<file path="src/rtl/debounce_multi.sv">
// Multi-channel push-button debouncer: synchroniser, tick-gated filter, edge pulses,
// long-press detection and optional auto-repeat per channel.
module debounce_multi #(
    parameter int CH_N     = 4,
    parameter int CNT_N    = 7,
    parameter int TICK_DIV = 1,
    parameter int HOLD_N   = 20,
    parameter int REPEAT_N = 5
) (
    input  logic            i_clk,
    input  logic            i_rst_n,
    input  logic [CH_N-1:0] i_in,
    input  logic            i_repeat_en,
    output logic [CH_N-1:0] o_debounced,
    output logic [CH_N-1:0] o_pos,
    output logic [CH_N-1:0] o_neg,
    output logic [CH_N-1:0] o_hold,
    output logic [CH_N-1:0] o_repeat
);

    localparam int CNT_W  = $clog2(CNT_N + 1);
    localparam int HOLD_W = $clog2(HOLD_N + 1);
    localparam int REP_W  = $clog2(REPEAT_N + 1);

    localparam logic [CNT_W-1:0]  CNT_INIT  = CNT_W'(CNT_N);
    localparam logic [HOLD_W-1:0] HOLD_MAX  = HOLD_W'(HOLD_N);
    localparam logic [HOLD_W-1:0] HOLD_LAST = HOLD_W'(HOLD_N - 1);
    localparam logic [REP_W-1:0]  REP_LAST  = REP_W'(REPEAT_N - 1);

    logic [CH_N-1:0] sync0;
    logic [CH_N-1:0] sync1;
    logic            tick;

    logic [CNT_W-1:0]  cnt      [CH_N];
    logic [CNT_W-1:0]  cnt_next [CH_N];
    logic [HOLD_W-1:0] hold_cnt [CH_N];
    logic [HOLD_W-1:0] hold_next[CH_N];
    logic [REP_W-1:0]  rep_cnt  [CH_N];
    logic [REP_W-1:0]  rep_next [CH_N];
    logic [CH_N-1:0]   fired;
    logic [CH_N-1:0]   fired_next;
    logic [CH_N-1:0]   deb_next;
    logic [CH_N-1:0]   hold_pulse;
    logic [CH_N-1:0]   rep_pulse;

    always_ff @(posedge i_clk or negedge i_rst_n) begin
        if (!i_rst_n) begin
            sync0 <= '0;
            sync1 <= '0;
        end else begin
            sync0 <= i_in;
            sync1 <= sync0;
        end
    end

    generate
        if (TICK_DIV == 1) begin : g_tick_always
            assign tick = 1'b1;
        end else begin : g_tick_div
            localparam int DIV_W = $clog2(TICK_DIV);
            localparam logic [DIV_W-1:0] DIV_LAST = DIV_W'(TICK_DIV - 1);
            logic [DIV_W-1:0] div;

            always_ff @(posedge i_clk or negedge i_rst_n) begin
                if (!i_rst_n) begin
                    div <= '0;
                end else if (div == DIV_LAST) begin
                    div <= '0;
                end else begin
                    div <= div + DIV_W'(1);
                end
            end

            assign tick = (div == DIV_LAST);
        end
    endgenerate

    // The filter counts down while the synchronised level disagrees; reaching zero accepts it.
    always_comb begin
        for (int c = 0; c < CH_N; c++) begin
            deb_next[c] = o_debounced[c];
            cnt_next[c] = cnt[c];
            if (tick) begin
                if (sync1[c] == o_debounced[c]) begin
                    cnt_next[c] = CNT_INIT;
                end else if (cnt[c] != '0) begin
                    cnt_next[c] = cnt[c] - CNT_W'(1);
                end else begin
                    deb_next[c] = sync1[c];
                    cnt_next[c] = CNT_INIT;
                end
            end
        end
    end

    // Counting only runs while the channel was already pressed and stays pressed, so the
    // o_pos cycle starts from zero and a release never emits a stray hold/repeat pulse.
    always_comb begin
        for (int c = 0; c < CH_N; c++) begin
            hold_next[c]  = hold_cnt[c];
            rep_next[c]   = rep_cnt[c];
            fired_next[c] = fired[c];
            hold_pulse[c] = 1'b0;
            rep_pulse[c]  = 1'b0;
            if (!deb_next[c] || !o_debounced[c]) begin
                hold_next[c]  = '0;
                rep_next[c]   = '0;
                fired_next[c] = 1'b0;
            end else if (tick) begin
                if (!fired[c]) begin
                    if (hold_cnt[c] == HOLD_LAST) begin
                        hold_next[c]  = HOLD_MAX;
                        fired_next[c] = 1'b1;
                        hold_pulse[c] = 1'b1;
                    end else begin
                        hold_next[c] = hold_cnt[c] + HOLD_W'(1);
                    end
                end else if (i_repeat_en) begin
                    if (rep_cnt[c] == REP_LAST) begin
                        rep_next[c]  = '0;
                        rep_pulse[c] = 1'b1;
                    end else begin
                        rep_next[c] = rep_cnt[c] + REP_W'(1);
                    end
                end
            end
        end
    end

    always_ff @(posedge i_clk or negedge i_rst_n) begin
        if (!i_rst_n) begin
            o_debounced <= '0;
            o_pos       <= '0;
            o_neg       <= '0;
            o_hold      <= '0;
            o_repeat    <= '0;
            fired       <= '0;
            for (int c = 0; c < CH_N; c++) begin
                cnt[c]      <= CNT_INIT;
                hold_cnt[c] <= '0;
                rep_cnt[c]  <= '0;
            end
        end else begin
            o_debounced <= deb_next;
            o_pos       <= deb_next & ~o_debounced;
            o_neg       <= ~deb_next & o_debounced;
            o_hold      <= hold_pulse;
            o_repeat    <= rep_pulse;
            fired       <= fired_next;
            for (int c = 0; c < CH_N; c++) begin
                cnt[c]      <= cnt_next[c];
                hold_cnt[c] <= hold_next[c];
                rep_cnt[c]  <= rep_next[c];
            end
        end
    end

endmodule

</file>
<file path="config.mk">
export PLATFORM = sky130hd
export DESIGN_NAME = debounce_multi
export DESIGN_NICKNAME = d
export VERILOG_FILES = /design/src/rtl/debounce_multi.sv
export SDC_FILE = /design/constraint.sdc
export NUM_CORES = 1
export LEC_CHECK = 0
export ABC_CLOCK_PERIOD_IN_PS = 3300
export BUFFER_PORTS_ARGS = -buffer_cell sky130_fd_sc_hd__buf_2
export CAP_MARGIN = 15
export CORE_MARGIN = 4
export CORE_UTILIZATION = 60
export CTS_CLUSTER_DIAMETER = 200
export DETAILED_ROUTE_END_ITERATION = 12
export GPL_TIMING_DRIVEN = 0
export MAX_ROUTING_LAYER = met4
export PLACE_DENSITY_LB_ADDON = 0.25
export SLEW_MARGIN = 20
export SYNTH_ARGS = -nofsm -noshare
export SYNTH_HDL_FRONTEND = slang
export SYNTH_SLANG_ARGS = --single-unit
</file>
<file path="constraint.sdc">
create_clock -name i_clk -period 3.3 [get_ports i_clk]
set_input_delay 0.33 -clock i_clk [delete_from_list [all_inputs] [get_ports i_clk]]
set_output_delay 0.33 -clock i_clk [all_outputs]
set_load 0.02 [all_outputs]
</file>
=== Word level (Yosys, flattened, before mapping) ===
Cells that the tools add are included.

* Output and inout bits: 20
* Word-level logic and storage cells: 160
* Bits of input ports: 7
* Bits in registers: 76

* $add $sub $neg: 12
* Bitwise logic cells: 4
* Multiplexer cells: 80
* Equal/unequal tests: 16
* Reductions and logical operators: 28

{| class="wikitable"
|+ Operator list
! operator !! count
|-
| 2-to-1 mux 3 bit || 24
|-
| 2-to-1 mux 5 bit || 12
|-
| 2-to-1 mux 1 bit || 44
|-
| adder 5 x 1 -> 5 bit, second input constant || 4
|-
| equality test 5 bit, second input constant || 4
|-
| nonzero test 2 bit || 8
|-
| adder 3 x 1 -> 3 bit, second input constant || 4
|-
| equality test 3 bit, second input constant || 4
|-
| nonzero test 3 bit || 4
|-
| subtractor 3 x 1 -> 3 bit, second input constant || 4
|-
| bitwise AND 4 bit || 2
|-
| zero test 1 bit || 8
|-
| inequality test 2 x 1 -> 1 bit, second input constant || 4
|-
| NOT 4 bit || 2
|-
| AND reduction 2 bit || 4
|-
| equality test 1 bit || 4
|-
| logical OR 1 bit || 4
|}

=== Depth between registers and ports, before layout ===
Gate-level depths: netlist (run 1).

* Depth in word-level cells: 7
* Mapped depth: 7

=== Least setup slack after synthesis (run 1) ===
Ideal clock, no wire load.

* Path type: reg-to-reg
* Start point: reg cnt[0] (netlist name)
* End point: reg rep_cnt[2] (netlist name)
* Data required time: 3223 ps
* Data arrival time: 1341 ps
* Period minus slack after synthesis: 1418 ps
* Setup slack: 1882 ps
* Stages on the path, launching flop included: 8
* Cells stage by stage: dfstp_2 -> inv_1 -> ha_1 -> ha_1 -> inv_1 -> o21ai_0 -> buf_2 -> a21oi_1

* Cells in the longest elaborated chain, start to end: 7

{| class="wikitable"
|+ Ends and longest elaborated chain
! what !! RTL line !! source
|-
| start, declared || 34 || <nowiki>logic [CNT_W-1:0] cnt [CH_N];</nowiki>
|-
| start signal, assigned by index || 151 || <nowiki>cnt[c] <= cnt_next[c];</nowiki>
|-
| nonzero test 3 bit * || 86 || <nowiki>end else if (cnt[c] != '0) begin</nowiki>
|-
| 2-to-1 mux 1 bit * || 86 ||
|-
| 2-to-1 mux 1 bit * || 84 || <nowiki>if (sync1[c] == o_debounced[c]) begin</nowiki>
|-
| zero test 1 bit * || 105 || <nowiki>if (!deb_next[c] || !o_debounced[c]) begin</nowiki>
|-
| logical OR 1 bit * || 105 ||
|-
| nonzero test 2 bit (no line) || -- ||
|-
| AND reduction 2 bit (no line) || -- ||
|-
| end signal, assigned by index || 153 || <nowiki>rep_cnt[c] <= rep_next[c];</nowiki>
|-
| end, declared || 38 || <nowiki>logic [REP_W-1:0] rep_cnt [CH_N];</nowiki>
|}

Mark *: on every way between the ends. The rest lies on a longest branch, timed or not.
A chain may end at the register's enable or synchronous reset.

=== Worst setup path in the final report (run 1) ===
* Start point: reg cnt[6] (netlist name)
* End point: reg o_hold[1]

* Cells in the longest elaborated chain, start to end: 6

{| class="wikitable"
|+ Ends and longest elaborated chain
! what !! RTL line !! source
|-
| nonzero test 3 bit || 86 ||
|-
| 2-to-1 mux 1 bit || 86 ||
|-
| 2-to-1 mux 1 bit || 84 ||
|-
| zero test 1 bit || 105 ||
|-
| logical OR 1 bit || 105 ||
|-
| 2-to-1 mux 1 bit || 105 ||
|-
| net hold_pulse[1] || 43 || <nowiki>logic [CH_N-1:0] hold_pulse;</nowiki>
|-
| end signal, assigned || 147 || <nowiki>o_hold <= hold_pulse;</nowiki>
|-
| end, declared || 17 || <nowiki>output logic [CH_N-1:0] o_hold,</nowiki>
|}

The timed path passes the listed nets, and every way through them passes these cells.

==> impl_summary.txt, run 1 <==
----------------------------------------------------
[Status]
  Status ... finished, final reports clean

[Clock network]
  Max clock buf depth ... 2
  Root buffer selected by CTS ... sky130_fd_sc_hd__clkbuf_8
  Deepest level of the CTS H-tree ... 3
  Clock input transition at the sequential cells of the worst setup and hold paths ... 0.07 ns
  Number of buffers added by the clock tree synthesis step ... 9
  Clock network latency to the later pin of the worst-skew pair ... 0.34 ns
  Clock tree from TritonCTS ... yes
  Number of setup buffers added after CTS ... 0
  Clock sink total ... 76

[Synthesis]
  Number of enable flip-flop cells after synthesis ... 0
  Netlist cell types ... 26
  Number of storage elements in the synthesis netlist ... 76
  Cell count after synthesis ... 294
  Fraction of registers with async set/reset ... 1.00
  Nets in the synthesized netlist ... 321
  Sequential fraction of the synthesis area ... 0.582
  Synth Warn # ... 0
  Average cell area after synthesis ... 11.2 sq um
  Summed instance area of the synthesized netlist ... 3300 sq um
  Primary flip-flop cell chosen by synthesis mapping ... sky130_fd_sc_hd__dfrtp_1

[Timing]
  Max_slew headroom ... 0.706
  Final setup violation count ... 0
  Highest achievable clock rate ... 644 MHz
  Final number of hold-violating endpoints ... 0
  Post-route clock period utilization ... 0.471
  Slew at the pin with the worst max-slew slack ... 0.435 ns
  Total negative slack ... 0 ns
  Worst clock skew ... 0.00364 ns
  Clock period minus worst slack ... 1.55 ns
  RSZ-0062 raised after global routing ... false
  Slew Viols, Final ... 0

[Critical path]
  Category of the most critical setup path ... reg2reg
  Kind of start point of the critical path ... flop
  Endpoint arrival time on the critical path ... 1.81 ns
  Setup crit end kind ... flop
  Largest driver fanout on the critical path ... 10
  Endpoint required time on the critical path ... 3.56 ns

[Floorplan]
  Initial core utilization ... 0.633
  Total die area ... 6740 sq um
  Die Width ... 82.1 um
  Core area ... 5200 sq um
  Boundary Pins ... 27
  DIE HEIGHT ... 82.1 um
  Rows ... 26

[Global routing]
  Initial antenna violation count ... 0
  Total GRT Usage ... 0.188
  Via count of the first global-routing pass ... 2111
  Gr ovfl total ... 0
  First-pass GRT wire length ... 9.24 mm
  Maximum number of pins on one net before global-route repair ... 43

[Power]
  Leakage ... 1.83 nW
  Peak supply drop ... 0.000381 V
  Power per cell area ... 637 nW/um^2

[Detailed routing]
  Number of DRC markers after the initial detailed-route iteration ... 74
  Number of vias in the routed layout ... 2144
  Number of search-and-repair iterations in the first detailed-routing pass ... 6
  Post-DR wirelength/cell ... 12.9 um
  Detail-routed via count per cell ... 5.27
  Post-DRT Antenna Nets ... 0
  Detailed-route wire length ... 5.25 mm
  Drc violations ... 0

[Layout]
  Core occupancy in the finished layout ... 0.728
  Share of layout cells above drive strength 1 ... 0.208
  Synthesis-to-layout area growth ... 15.0%
  Diodes inserted ... 0
  Final net count ... 359

[Run]
  Max_cap viols ... 0

[Min path]
  Path category of the worst min-delay check ... in2reg

[Placement]
  Post-detailed-placement half-perimeter wirelength ... 3.57 mm
  Buffers on Ports ... 25
  Final GP Congestion ... 0.799

----------------------------------------------------
power breakdown:
group / total (mW) / internal, mW / leakage, nW / switching [mW]
logic: 0.398 / 0.153 / 0.707 / 0.245
clock network: 0.861 / 0.543 / 0.127 / 0.318
registers: 1.15 / 1.07 / 1.00 / 0.0800
total: 2.41 / 1.77 / 1.83 / 0.643
Yosys cell counts (all sizes together), types with 4 or more instances:
library cell / n / share of area
nand4: 4 / 0.0076
nor3b: 9 / 0.020
nand3: 9 / 0.014
o21ai: 12 / 0.018
or3: 4 / 0.0076
nand4b: 12 / 0.032
nor2b: 4 / 0.0076
nor3: 7 / 0.011
dfrtp: 64 / 0.49
buf: 9 / 0.014
nand2: 27 / 0.031
nor4bb: 4 / 0.012
xnor2: 4 / 0.011
ha: 20 / 0.076
nor2: 31 / 0.035
xor2: 12 / 0.032
inv: 19 / 0.022
dfstp: 12 / 0.096
a21oi: 17 / 0.027
critical path, stage by stage (launching register included):
cell                       delay [ns]
sky130_fd_sc_hd__dfstp_2         0.54
sky130_fd_sc_hd__inv_1           0.06
sky130_fd_sc_hd__ha_1            0.24
sky130_fd_sc_hd__nand2b_4        0.11
sky130_fd_sc_hd__o21ai_0         0.13
sky130_fd_sc_hd__buf_2           0.22
sky130_fd_sc_hd__nor3b_1         0.18
registers in the layout (all words and copies together), names as in the netlist:
signal	cells
sync0	4
fired	4
rep_cnt	12
o_pos	4
o_repeat	4
sync1	4
cnt	12
o_debounced	4
hold_cnt	20
o_hold	4
o_neg	4
cells in the final DEF (no fill, tap or decap):
master	count
sky130_fd_sc_hd__dlygate4sd3_1	1
sky130_fd_sc_hd__o21ai_0	12
sky130_fd_sc_hd__xnor2_1	4
sky130_fd_sc_hd__clkbuf_8	11
sky130_fd_sc_hd__nor2b_1	4
sky130_fd_sc_hd__ha_1	20
sky130_fd_sc_hd__or3_1	4
sky130_fd_sc_hd__dfrtp_1	64
sky130_fd_sc_hd__clkinv_2	1
sky130_fd_sc_hd__nand2b_4	3
sky130_fd_sc_hd__inv_1	19
sky130_fd_sc_hd__buf_12	1
sky130_fd_sc_hd__or3b_1	1
sky130_fd_sc_hd__xor2_1	12
sky130_fd_sc_hd__buf_4	1
sky130_fd_sc_hd__clkbuf_1	1
sky130_fd_sc_hd__and2_1	3
sky130_fd_sc_hd__nand4_1	4
sky130_fd_sc_hd__a21oi_2	1
sky130_fd_sc_hd__buf_2	33
sky130_fd_sc_hd__nand2_1	27
sky130_fd_sc_hd__bufinv_16	3
sky130_fd_sc_hd__clkbuf_2	1
sky130_fd_sc_hd__dfstp_2	12
sky130_fd_sc_hd__nor2_1	31
sky130_fd_sc_hd__mux2_2	3
sky130_fd_sc_hd__nand3_1	9
sky130_fd_sc_hd__mux2i_1	3
sky130_fd_sc_hd__a21oi_1	16
sky130_fd_sc_hd__nor3b_1	9
sky130_fd_sc_hd__nor3_1	7
sky130_fd_sc_hd__nor4bb_1	4
sky130_fd_sc_hd__nand4b_1	12
path summary, 6_finish.rpt:
path	slack (ns)	to	startpoint	depth (start not counted)
min reg2reg	0.35	sync1[3]	sync0[3]	0
max	1.75	o_hold[1]	cnt[6]	6
max in group asynchronous	2.20	cnt[0]	i_rst_n	3
min in group asynchronous	0.48	o_pos[0]	i_rst_n	2
max reg2reg	1.75	o_hold[1]	cnt[6]	6
min	0.09	sync0[3]	i_in[3]	1
repair_timing:
action | 4_1_cts | 5_1_grt
setup endpoints to repair | 0 | 0
endpoints found under the hold margin | 27 | 0
hold buffers | 1 | 0
resized for setup | 0 | 0
logic make-up after synthesis:
family / after synthesis / synth area share
multiplexers: 6 / 0.0194
buffers and inverters: 29 / 0.0368
AO/OA/AOI/OAI: 29 / 0.0452
flip-flops: 76 / 0.582
AND/OR/NAND/NOR: 118 / 0.199
XOR/XNOR: 16 / 0.0425
adder cells (fa/ha/maj): 20 / 0.0759
per-stage QoR:
step                      hold slack, ns  cell area [sq um]  cells  power [mW]  setup slack (ns)
final                             0.0897               3790    407        2.41              1.75
after global routing              0.0742               3790    407        2.56              1.59
after detailed placement           0.309               3530    390        1.57              1.75
after CTS                         0.0774               3790    407        2.44              1.73
after global placement             0.332               3510    389        1.55              1.44
after floorplan                   0.0344               3300    294        1.44              1.88
per-layer routing:
metal | track usage | routed length, um | up-vias
li1 | - | - | 1058
met1 | 0.228 | 2460 | 1041
met4 | 0.0897 | 102 | 0
met3 | 0.0434 | 187 | 12
met2 | 0.299 | 2500 | 33
met5 | - | 0 | -
final cells by class:
type,instances,area [sq um]
Clock inverter,4,95.1
Multi-Input combinational cell,189,1260
Inverter,19,71.3
Timing Repair Buffer,27,158
Tap cell,70,87.6
Fill cell,381,1410
Sequential cell,76,1920
Clock buffer,12,155
Buffer,10,50.0
Note: power is estimated with default switching activity, not from simulation.
==> inputs of run 2 (changes only) <==
- ABC_CLOCK_PERIOD_IN_PS: 3300 -> 1300
- CORE_UTILIZATION: 60 -> 53
- clock period: 3.3 -> 1.3 ns (I/O delays scaled with it)
==> run 2 against run 1 <==
  * The run now ends with negative setup slack left
  * Largest power group unchanged
  * Setup slack got worse by 1.8 ns
  * Critical path type unchanged
  * Count of clock-buffer cells in the layout fell by 2
  * Hold slack improved by 0.090 ns
==> impl_summary.txt, run 2 (synthesis results as in run 1) <==
----------------------------------------------------
[Placement]
  Number of cells in the design after placement ... 395
  Buffers on Ports ... 25
  DP Worst Slack ... -0.0982 ns
  Post-detailed-placement half-perimeter wirelength ... 3.55 mm
  Final GP Congestion ... 0.801

[Power]
  Peak supply drop ... 0.000970 V
  Leakage ... 1.93 nW
  Total chip power ... 6.97 mW
  Power per cell area ... 1630 nW/um^2

[Timing]
  Worst clock skew ... 0.00617 ns
  Final setup violation count ... 10
  Hold_ws ... 0.180 ns
  Slew at the pin with the worst max-slew slack ... 0.425 ns
  Final Worst Setup Slack ... -0.0509 ns
  RSZ-0062 raised after global routing ... true
  Slew Viols, Final ... 0
  Highest achievable clock rate ... 740 MHz
  Total negative slack ... -0.261 ns
  Clock period minus worst slack ... 1.35 ns
  Post-route clock period utilization ... 1.04
  Max_slew headroom ... 0.717
  Final number of hold-violating endpoints ... 0

[Layout]
  Top flop regs ... hold_cnt (20), cnt (12), rep_cnt (12)
  Number of flip-flops under the largest register name ... 20
  Area used by multi-input combinational logic ... 1520 sq um
  Share of layout cells above drive strength 1 ... 0.375
  Highest-count cells in the layout ignoring fill and taps ... sky130_fd_sc_hd__dfrtp_1 (64), sky130_fd_sc_hd__buf_2 (29), sky130_fd_sc_hd__nand2_1 (27), sky130_fd_sc_hd__nor2_1 (24), sky130_fd_sc_hd__a21oi_2 (13)
  Register Area ... 1920 sq um
  Register with the most flip-flops ... hold_cnt
  Final net count ... 377
  Synthesis-to-layout area growth ... 29.6%
  Final cell count without fillers ... 430
  Most common cell after layout, fill and taps aside ... sky130_fd_sc_hd__dfrtp_1
  Fillers ... 421
  Diodes inserted ... 0

[Global routing]
  Gr ovfl total ... 0
  First-pass GRT wire length ... 10.4 mm
  Initial antenna violation count ... 0
  Maximum number of pins on one net before global-route repair ... 45
  Total GRT Usage ... 0.181
  Via count of the first global-routing pass ... 2294

[Critical path]
  Kind of start point of the critical path ... flop
  Peak per-stage delay on the critical path ... 0.42 ns
  Launch point of the critical path ... hold_cnt[5]
  Gate family responsible for the most delay along the worst path ... simple AND/OR/NAND/NOR gates
  Critical path cell sequence ... ha_2 > nor4bb_2 > or3_1 > a21oi_2
  Reg-to-Reg Start ... hold_cnt[5]
  Setup crit end kind ... flop
  Worst Path Buf+Inv ... 0
  Critical-path cell with the highest stage delay ... sky130_fd_sc_hd__dfrtp_1
  Category of the most critical setup path ... reg2reg
  Largest driver fanout on the critical path ... 3
  Endpoint arrival time on the critical path ... 1.62 ns
  Endpoint required time on the critical path ... 1.57 ns

[Clock network]
  Clock tree from TritonCTS ... yes
  Max clock buf depth ... 2
  Clock network latency to the later pin of the worst-skew pair ... 0.34 ns
  Number of buffers added by the clock tree synthesis step ... 9
  Clock sink total ... 76
  Root buffer selected by CTS ... sky130_fd_sc_hd__clkbuf_8
  Clock input transition at the sequential cells of the worst setup and hold paths ... 0.08 ns
  Deepest level of the CTS H-tree ... 3

[Detailed routing]
  Detail-routed via count per cell ... 5.24
  Post-DRT Antenna Nets ... 0
  Number of vias in the routed layout ... 2253
  Post-DR wirelength/cell ... 14.5 um
  Detailed-route wire length ... 6.25 mm
  Number of search-and-repair iterations in the first detailed-routing pass ... 4
  Number of DRC markers after the initial detailed-route iteration ... 92
  Drc violations ... 0

[Floorplan]
  Total die area ... 7540 sq um
  Initial core utilization ... 0.550
  Core area ... 5990 sq um
  DIE HEIGHT ... 86.9 um
  Boundary Pins ... 27
  Die Width ... 86.9 um
  Rows ... 28

[Min path]
  Path category of the worst min-delay check ... in2reg
  Beginning of the worst hold path ... i_repeat_en

[Status]
  Violations in the final reports ... negative setup slack
  Status ... finished with violations

[Run]
  Max_cap viols ... 0

----------------------------------------------------
==> run 2: cell count changes in the layout (fill, tap and decap cells not counted), sizes merged <==
cell and delta:
buf +14, dlygate4sd3 +4, clkbuf -2, bufinv +1, inv +1
==> run 2: timing repair <==
action | CTS | global route
hold buffers | 5 | 0
pin swaps | 7 | 1
endpoints found under the setup margin | 45 | 42
resized for setup | 39 | 30
gates cloned | 4 | 0
setup buffers | 5 | 5
hold endpoints to repair | 28 | 0
==> run 2: worst paths after layout <==
check,depth (start not counted),slack [ns],endpoint
setup / recovery,4,-0.05,hold_cnt[5]
hold / removal,3,0.18,rep_cnt[2]
setup reg to reg,4,-0.05,hold_cnt[5]
hold reg to reg,0,0.35,sync1[2]
max in group asynchronous,3,0.41,cnt[5]
min in group asynchronous,2,0.27,sync0[3]
==> run 2: report_power, final <==
part | leakage (nW) | internal, mW | switching, mW | total, mW
Combinational | 0.798 | 0.749 | 0.869 | 1.62
Clock | 0.137 | 1.53 | 0.868 | 2.39
Sequential | 1.00 | 2.73 | 0.231 | 2.96
Total | 1.93 | 5.00 | 1.97 | 6.97
==> run 2: metrics by stage <==
step	util	area [sq um]
finish	0.713	4270
global route	0.713	4270
global placement	0.596	3570
detailed placement	0.600	3590
floorplan	-	3350
CTS	0.688	4120
==> run 2: layer usage <==
metal | GRT usage | part of all wire
met2 | 0.293 | 0.51
met4 | 0.0595 | 0.012
met3 | 0.0435 | 0.027
met1 | 0.224 | 0.45
met5 | - | 0
==> run 2: cell type report <==
class / count / area share
Timing Repair Buffer: 45 / 0.0744
Clock inverter: 6 / 0.0314
Tap cell: 75 / 0.0220
Inverter: 19 / 0.0173
Buffer: 10 / 0.0176
Sequential cell: 76 / 0.449
Multi-Input combinational cell: 189 / 0.356
Clock buffer: 10 / 0.0322
==> run 2: tightest hold or removal path, stage by stage <==
cell	delay, ns
sky130_fd_sc_hd__clkbuf_2	0.15
sky130_fd_sc_hd__nand4b_1	0.15
sky130_fd_sc_hd__a21oi_2	0.06
==> inputs of run 3 (changes only) <==
- ABC_CLOCK_PERIOD_IN_PS: 1300 -> 1200
- clock period: 1.3 -> 1.2 ns (I/O delays scaled with it)
==> run 3 against run 2 <==
  * The run still ends with negative setup slack left
  * Final cell count increased by 3.3%
  * Via count increased by 4.2%
  * Design area increased by 5.3%
  * Highest routed layer unchanged
  * Critical path type unchanged
  * Largest power group unchanged
  * Clock power decreased by 27%
  * Global-route usage increased by 0.31 points
  * Sequential cell count unchanged
==> impl_summary.txt, run 3 (synthesis results as in run 1) <==
----------------------------------------------------
[Power]
  Sw Ratio ... 0.315
  Peak supply drop ... 0.000959 V
  Sequential power share ... 0.465
  Logic gate share of total power ... 0.284
  Power per cell area ... 1540 nW/um^2
  Total chip power ... 6.92 mW
  Part of the total power dissipated in the clock network ... 0.251
  Leakage ... 1.98 nW
  NetSw ... 2.18 mW
  Int Power ... 4.74 mW

[Detailed routing]
  Drc violations ... 0
  Post-DRT Antenna Nets ... 0
  Number of search-and-repair iterations in the first detailed-routing pass ... 4
  Detail-routed via count per cell ... 5.29
  Detailed-route wire length ... 6.32 mm
  Number of DRC markers after the initial detailed-route iteration ... 72
  Post-DR wirelength/cell ... 14.2 um
  Number of vias in the routed layout ... 2347

[Placement]
  Final GP Congestion ... 0.773
  Buffers on Ports ... 25
  Post-detailed-placement half-perimeter wirelength ... 3.57 mm

[Floorplan]
  Initial core utilization ... 0.550
  Core area ... 5990 sq um
  Rows ... 28
  DIE HEIGHT ... 86.9 um
  Boundary Pins ... 27
  Total die area ... 7540 sq um
  Die Width ... 86.9 um

[Clock network]
  Max clock buf depth ... 2
  Root buffer selected by CTS ... sky130_fd_sc_hd__clkbuf_8
  Clock network latency to the later pin of the worst-skew pair ... 0.35 ns
  Clock tree from TritonCTS ... yes
  Clock sink total ... 76
  Number of buffers added by the clock tree synthesis step ... 9
  Clock input transition at the sequential cells of the worst setup and hold paths ... 0.07 ns
  Deepest level of the CTS H-tree ... 3

[Status]
  Violations in the final reports ... negative setup slack
  Status ... finished with violations

[Critical path]
  Category of the most critical setup path ... reg2reg
  Kind of start point of the critical path ... flop
  Endpoint arrival time on the critical path ... 1.60 ns
  Peak per-stage delay on the critical path ... 0.54 ns
  Worst Path Buf+Inv ... 3
  Endpoint required time on the critical path ... 1.47 ns
  Critical-path cell with the highest stage delay ... sky130_fd_sc_hd__dfstp_2
  Most frequent cell on the critical path ... sky130_fd_sc_hd__ha_4
  Setup crit end kind ... flop
  Critical path cell sequence ... inv_2 > ha_4 > ha_4 > inv_4 > o21ai_4 > buf_6 > a21oi_2
  Gate family responsible for the most delay along the worst path ... flip-flops
  Largest driver fanout on the critical path ... 5

[Global routing]
  Maximum number of pins on one net before global-route repair ... 52
  Initial antenna violation count ... 0
  Via count of the first global-routing pass ... 2356
  Total GRT Usage ... 0.184
  Gr ovfl total ... 0
  First-pass GRT wire length ... 10.5 mm

[Timing]
  Total negative slack ... -2.17 ns
  Post-route clock period utilization ... 1.10
  Clock period minus worst slack ... 1.33 ns
  Worst clock skew ... 0.00912 ns
  Final setup violation count ... 37
  Hold_ws ... 0.153 ns
  RSZ-0062 raised after global routing ... true
  Slew at the pin with the worst max-slew slack ... 0.341 ns
  Final number of hold-violating endpoints ... 0
  Highest achievable clock rate ... 755 MHz
  Slew Viols, Final ... 0
  Max_slew headroom ... 0.773
  Final Worst Setup Slack ... -0.125 ns

[Min path]
  Path category of the worst min-delay check ... in2reg

[Layout]
  Register with the most flip-flops ... hold_cnt
  Diodes inserted ... 0
  Synthesis-to-layout area growth ... 36.4%
  Share of layout cells above drive strength 1 ... 0.474
  Highest-count cells in the layout ignoring fill and taps ... sky130_fd_sc_hd__dfrtp_1 (63), sky130_fd_sc_hd__nand2_1 (27), sky130_fd_sc_hd__buf_2 (26), sky130_fd_sc_hd__buf_4 (23), sky130_fd_sc_hd__a21oi_2 (17)
  Number of flip-flops under the largest register name ... 20
  Top flop regs ... hold_cnt (20), cnt (12), rep_cnt (12)
  Most common cell after layout, fill and taps aside ... sky130_fd_sc_hd__dfrtp_1
  Final net count ... 391

[Run]
  Max_cap viols ... 0

----------------------------------------------------
run 3: worst paths after layout:
| path | end | startpoint | cells after the start | slack, ns |
|---|---|---|---|---|
| max reg2reg | rep_cnt[1] | cnt[0] | 7 | -0.13 |
| min in group asynchronous | o_neg[0] | i_rst_n | 2 | 0.21 |
| max in group asynchronous | cnt[6] | i_rst_n | 3 | 0.38 |
| min reg2reg | sync1[1] | sync0[1] | 0 | 0.35 |
| max | rep_cnt[1] | cnt[0] | 7 | -0.13 |
| min | rep_cnt[2] | i_repeat_en | 3 | 0.15 |
run 3: area by class of cell:
type                            count  area, sq um
Sequential cell                    76         1920
Fill cell                         401         1490
Inverter                           19         73.8
Multi-Input combinational cell    189         1710
Buffer                             10         90.1
Timing Repair Buffer               59          438
Clock inverter                      2         10.0
Clock buffer                       14          163
Tap cell                           75         93.8
run 3: worst register-to-register path, delay by kind of cell (launching register included):
kind / cells / cell delay (ns)
DFF: 1 / 0.54
adders and majority gates: 2 / 0.31
buffers and inverters: 3 / 0.25
AOI/OAI and AO/OA: 2 / 0.15
run 3: metal layers:
layer  vias to the layer above  track usage  part of all wire
met5                         -            -                 0
met2                        31        0.300              0.51
met1                      1175        0.213              0.43
met4                         0       0.0822             0.021
li1                       1126            -                 -
met3                        15       0.0501             0.044
run 3: power by group through the flow:
stage	clock network [mW]	registers, mW	logic [mW]
finish	1.74	3.22	1.97
global route	1.90	3.26	2.19
CTS	1.79	3.21	1.73
detailed placement	0	3.25	1.38
global placement	0	3.24	1.32
floorplan	0	3.29	0.967
run 3: what timing repair did:
action,CTS,global route
gates cloned,4,0
buffers inserted,10,14
pin swaps,18,8
endpoints found under the hold margin,29,0
gates resized for setup,44,48
hold buffers,5,0
endpoints found under the setup margin,47,53
run 3: through the flow:
stage	area [sq um]	setup slack (ns)	cells	util
finish	4500	-0.125	444	0.751
floorplan	3450	-0.0716	294	-
global placement	3670	-0.455	394	0.612
detailed placement	3700	-0.178	395	0.617
global route	4500	-0.188	444	0.751
CTS	4210	-0.127	430	0.703
